===== config.mk =====
export PLATFORM = sky130hd
export DESIGN_NAME = mod_top
export DESIGN_NICKNAME = d
export VERILOG_FILES = /design/src/rtl/mod_top.sv
export SDC_FILE = /design/constraint.sdc
export NUM_CORES = 1
export LEC_CHECK = 0
export ABC_AREA = 1
export ABC_CLOCK_PERIOD_IN_PS = 1400
export BUFFER_PORTS_ARGS = -buffer_cell sky130_fd_sc_hd__buf_2
export CAP_MARGIN = 20
export CORE_MARGIN = 1.5
export CORE_UTILIZATION = 40
export CTS_CLUSTER_SIZE = 14
export DETAILED_ROUTE_END_ITERATION = 6
export HOLD_SLACK_MARGIN = 0.1
export PLACE_DENSITY_LB_ADDON = 0.2
export SYNTH_ARGS = -nofsm -noshare
export SYNTH_HDL_FRONTEND = slang
export SYNTH_SLANG_ARGS = --single-unit

===== constraint.sdc =====
create_clock -name PCLK -period 1.4 [get_ports PCLK]
set_input_delay 0.07 -clock PCLK [delete_from_list [all_inputs] [get_ports PCLK]]
set_output_delay 0.07 -clock PCLK [all_outputs]
set_load 0.005 [all_outputs]

===== src/rtl/mod_top.sv =====
// mod_top: APB3 slave with ID/SRST/STATUS/PER_DATA/RESULT registers and an MSB-first loopback shifter; MOD_TOP_PARITY_EN adds a STATUS[2] PER_DATA parity bit
module mod_top #(
  parameter int ADDR_WIDTH = 8,
  parameter int DATA_WIDTH = 8,
  parameter     ID_VALUE   = 8'hA5
) (
  input  logic                  PCLK,
  input  logic                  PRESETn,
  input  logic [ADDR_WIDTH-1:0] PADDR,
  input  logic                  PSELx,
  input  logic                  PENABLE,
  input  logic                  PWRITE,
  input  logic [DATA_WIDTH-1:0] PWDATA,
  output logic [DATA_WIDTH-1:0] PRDATA
);
  localparam int CW = $clog2(DATA_WIDTH) + 1;
  localparam logic [DATA_WIDTH-1:0] ID = DATA_WIDTH'(ID_VALUE);
  logic                  acc, acc_d, first, srst, launch;
  logic [DATA_WIDTH-1:0] per_data, result, tx, rx, rx_nxt, status;
  logic [CW-1:0]         cnt;
  logic                  busy, done;
  assign acc    = PSELx & PENABLE;
  assign first  = acc & ~acc_d;
  assign launch = first & PWRITE & (PADDR == ADDR_WIDTH'(4));
  assign rx_nxt = {rx[DATA_WIDTH-2:0], tx[DATA_WIDTH-1]};
  always_ff @(posedge PCLK or negedge PRESETn)
    if (!PRESETn) begin
      acc_d    <= 1'b0;
      srst     <= 1'b0;
      per_data <= '0;
      result   <= '0;
      tx       <= '0;
      rx       <= '0;
      cnt      <= '0;
      busy     <= 1'b0;
      done     <= 1'b0;
    end else begin
      acc_d <= acc;
      srst  <= first & PWRITE & (PADDR == ADDR_WIDTH'(1)) & PWDATA[0];
      if (srst) begin
        per_data <= '0;
        result   <= '0;
        tx       <= '0;
        rx       <= '0;
        cnt      <= '0;
        busy     <= 1'b0;
        done     <= 1'b0;
      end else begin
        if (acc && PWRITE && PADDR == ADDR_WIDTH'(4))
          per_data <= PWDATA;
        if (launch) begin
          tx   <= PWDATA;
          rx   <= '0;
          cnt  <= CW'(DATA_WIDTH);
          busy <= 1'b1;
          done <= 1'b0;
        end else if (busy) begin
          rx  <= rx_nxt;
          tx  <= tx << 1;
          cnt <= cnt - CW'(1);
          if (cnt == CW'(1)) begin
            result <= rx_nxt;
            busy   <= 1'b0;
            done   <= 1'b1;
          end
        end
      end
    end
  always_comb begin
    status    = '0;
    status[0] = busy;
    status[1] = done;
`ifdef MOD_TOP_PARITY_EN
    status[2] = ^per_data;
`endif
    PRDATA = !(PSELx && !PWRITE)          ? '0 :
             PADDR == ADDR_WIDTH'(0)      ? ID :
             PADDR == ADDR_WIDTH'(2)      ? status :
             PADDR == ADDR_WIDTH'(4)      ? per_data :
             PADDR == ADDR_WIDTH'(5)      ? result : '0;
  end
endmodule


==> out/results.tsv <==
stage	metric	value	unit
drt	WL/cell	11.8	microns
timing	post-route clock period utilization	0.950	
worst_setup_path	Worst path max stage delay	0.58	ns
place	input/output buffers	28	
final_layout	post-route design area	0.00265	sq mm
synthesis	area share of and/or/nand/nor cells after synthesis	0.385	
floorplan	Starting Density	0.411	
grt	grt total ovfl	0	
hold_path	WHS Path Cells	3	
synthesis	mux cell area share after synthesis	0	
timing	final worst path period need	1.33	ns
synthesis	Cell Area, Synth	0.00207	sq mm
worst_setup_path	crit path max fanout	2	
worst_setup_path	R2R depth	9	
synthesis	Synth Area in XOR/XNOR	0	
synthesis	largest family of logic cells by synthesized area	simple AND/OR/NAND/NOR gates	
drt	Routed Antenna Nets	0	
drt	routed length on met2	2130	microns
worst_setup_path	reg-to-reg setup timing slack	0.10	ns
timing	Setup Skew	0.00395	ns
worst_setup_path	Most Frequent Cell on Critical Path	dlygate4sd3_1	
final_layout	share of layout cells above drive strength 1	0.218	
worst_setup_path	required time worst endpoint	1.60	ns
timing	Final Setup Violations	0	
floorplan	Core Rows	26	
synthesis	register bit total from synthesis	39	
synthesis	Synth Net Count	296	
drt	DR top layer	met4	
hold_path	worst hold start	PWRITE	
floorplan	Die X	75.0	microns
drt	Via density	4.66	
synthesis	Yosys cell types	27	
worst_setup_path	crit end category	flip-flop	
grt	vias in the first global route	1694	
worst_setup_path	critical path's top delay family	buffers and inverters	
worst_setup_path	FF-to-FF End	result[3]	
final_layout	area grow syn2layout	27.7	%
worst_setup_path	critical-path cell list	dlygate4sd3_1, buf_2, nand4_1, dlygate4sd3_1, nor3_1	
final_layout	Final nets	354	
timing	max-slew violation count	0	
place	Final Wtd Congestion	0.849	
synthesis	YS warnings	0	
timing	fmax	0.752	GHz
drt	Total Routed Length	4740	microns
timing	WHS	0.222	ns
job	max cap viols	0	
final_layout	Post-Layout Cell Count	401	
grt	antenna violations before repair	0	
outcome	status	finished clean	
grt	largest net degree at the start of global routing	40	
synthesis	compound-cell area share of the yosys netlist	0.0616	
clock_tree	H-tree levels	2	
grt	Global Route Usage Sum	0.178	
drt	residual DRC count	0	
drt	via count	1870	
hold_path	Hold Path Sink	per_data[0]	
final_layout	# diodes	0	
clock_tree	Clock transition at path regs	0.07	ns
clock_tree	Clock Path Buffers	2	
timing	final hold viol count	0	
hold_path	worst hold path type	input port to flip-flop	
clock_tree	CTS tree	yes	
pwr	leakage power	1.43	nW
drt	Post-Route M1 WL	2320	microns
worst_setup_path	crit start category	input port	
clock_tree	Worst-Skew Late Latency	0.28	ns
pwr	Pwr Density	1120	mW/mm^2
drt	metal3 WL	203	microns
clock_tree	Sink Count	39	
place	post-DP HPWL	3500	microns
drt	First DRT Iteration DRCs	75	
worst_setup_path	critical path class	input port to flip-flop	
pwr	peak supply drop	0.000666	V
floorplan	IO Pins	29	
floorplan	Core ar.	0.00504	sq mm
synthesis	adder-cell share of the synthesized area	0.0121	
floorplan	die height	75.0	microns
synthesis	syn_area_per_cell	7.59	sq um
place	cell total after placement	381	
synthesis	post-synthesis cell count	273	
timing	worst-margin pin slew	0.491	ns
worst_setup_path	Worst Path Buf+Inv	3	
timing	unrepaired setup endpoints after global routing	yes	
floorplan	Die Area	0.00562	sq mm
clock_tree	number of buffers created by CTS	5	
timing	Slew Limit Headroom	0.672	
place	Placement Cell Area	0.00238	sq mm
worst_setup_path	r2r startpoint	cnt[1]	
worst_setup_path	crit path DAT	1.53	ns
grt	global-route wire length before repair	7560	microns
clock_tree	CTS Root Cell	clkbuf_8	
drt	Pre-antenna DRT Iters	4	
worst_setup_path	slowest cell on the critical path	dlygate4sd3_1	
synthesis	Seq/Total Area, Yosys	0.471	
[worst reg2reg max path: cells and delay by family (launching register included)]
family	cells	cell delay (ns)
flip-flops	1	0.39
AND/OR/NAND/NOR	6	0.52
adder cells (fa/ha/maj)	1	0.13
buffers and inverters	2	0.20
[synthesized netlist by cell type]
library cell | n | area [sq um]
a21boi_0 | 1 | 7.51
a21oi_1 | 5 | 25.0
a31oi_1 | 1 | 6.26
and3_1 | 1 | 6.26
buf_1 | 1 | 3.75
buf_2 | 1 | 5.00
buf_6 | 2 | 22.5
clkbuf_1 | 1 | 3.75
dfrtp_1 | 39 | 976
ha_1 | 2 | 25.0
inv_1 | 27 | 101
inv_2 | 2 | 7.51
nand2_1 | 119 | 447
nand2_4 | 1 | 11.3
nand3_1 | 21 | 105
nand3_2 | 3 | 30.0
nand3_4 | 1 | 17.5
nand4_1 | 10 | 62.6
nor2_1 | 12 | 45.0
nor2_2 | 1 | 6.26
nor2_4 | 5 | 56.3
nor3_1 | 1 | 5.00
o211ai_1 | 4 | 30.0
o21ai_0 | 9 | 45.0
o22ai_1 | 1 | 6.26
o31ai_1 | 1 | 7.51
or2_2 | 1 | 6.26
[through the flow]
stage	setup WS (ns)	util	power [mW]	setup TNS (ns)
after floorplan	0.0607	-	1.90	0
after global placement	0.0657	0.471	2.12	0
after detailed placement	0.0267	0.471	2.13	0
after CTS	0.00808	0.512	2.91	0
after global routing	-0.0154	0.525	3.20	-0.0259
final	0.0702	0.525	2.96	0
[flip-flops by register name, indices dropped and copies added (netlist names)]
register	count
done	1
result	8
per_data	8
acc_d	1
cnt	4
tx	8
srst	1
rx	7
busy	1
[cells in the final DEF, fill, tap and decap left out, types with 4 or more instances in the layout]
cell type and count:
nor2_1 11, nand2_1 116, a21oi_1 5, nor2_4 6, dlygate4sd3_1 12, buf_4 15
o211ai_1 4, nand4_1 10, clkbuf_8 6, o21ai_0 9, nand3_1 20, dfrtp_1 39
inv_1 26, buf_2 28
[power by group]
| group | internal [mW] | switching (mW) | leakage, nW | total [mW] |
|---|---|---|---|---|
| Sequential | 1.30 | 0.122 | 0.527 | 1.42 |
| Combinational | 0.348 | 0.439 | 0.854 | 0.787 |
| Clock | 0.386 | 0.365 | 0.0470 | 0.751 |
| Total | 2.04 | 0.926 | 1.43 | 2.96 |
[final cells by class]
type / instances / area [sq um]
multi-input cells: 200 / 1000
fillers: 497 / 2400
repair buffers: 56 / 384
clock buffers: 6 / 82.6
clock inverters: 1 / 5.00
inverters: 29 / 109
flip-flops and latches: 39 / 976
well taps: 70 / 87.6
[logic make-up (layout without fill, tap and decap cells)]
family | Yosys count | after routing
DFF | 39 | 39
adders and majority gates | 2 | 2
AOI/OAI and AO/OA | 22 | 22
buffers and inverters | 34 | 92
and+or+nand+nor | 176 | 176
[repair_timing]
action,CTS,global route
setup endpoints to repair,0,20
gates resized for setup,0,13
hold buffers,12,0
endpoints found under the hold margin,50,0
setup buffers,0,1
[routing by layer]
layer	vias up	GRT usage
met3	11	0.0455
met1	836	0.244
met5	-	0
met2	38	0.271
li1	985	-
met4	0	0.0707
[worst max path at each step]
stage	start	endpoint	slack, ns	depth (start not counted)
after detailed placement	cnt[1]	result[6]	0.03	9
after floorplan	cnt[1]	result[6]	0.06	9
after global routing	cnt[1]	result[3]	-0.02	9
final	PWDATA[0]	srst	0.07	5
after global placement	cnt[1]	result[6]	0.07	9
after CTS	cnt[1]	result[6]	0.008	9
(Power assumes the default switching activity.)
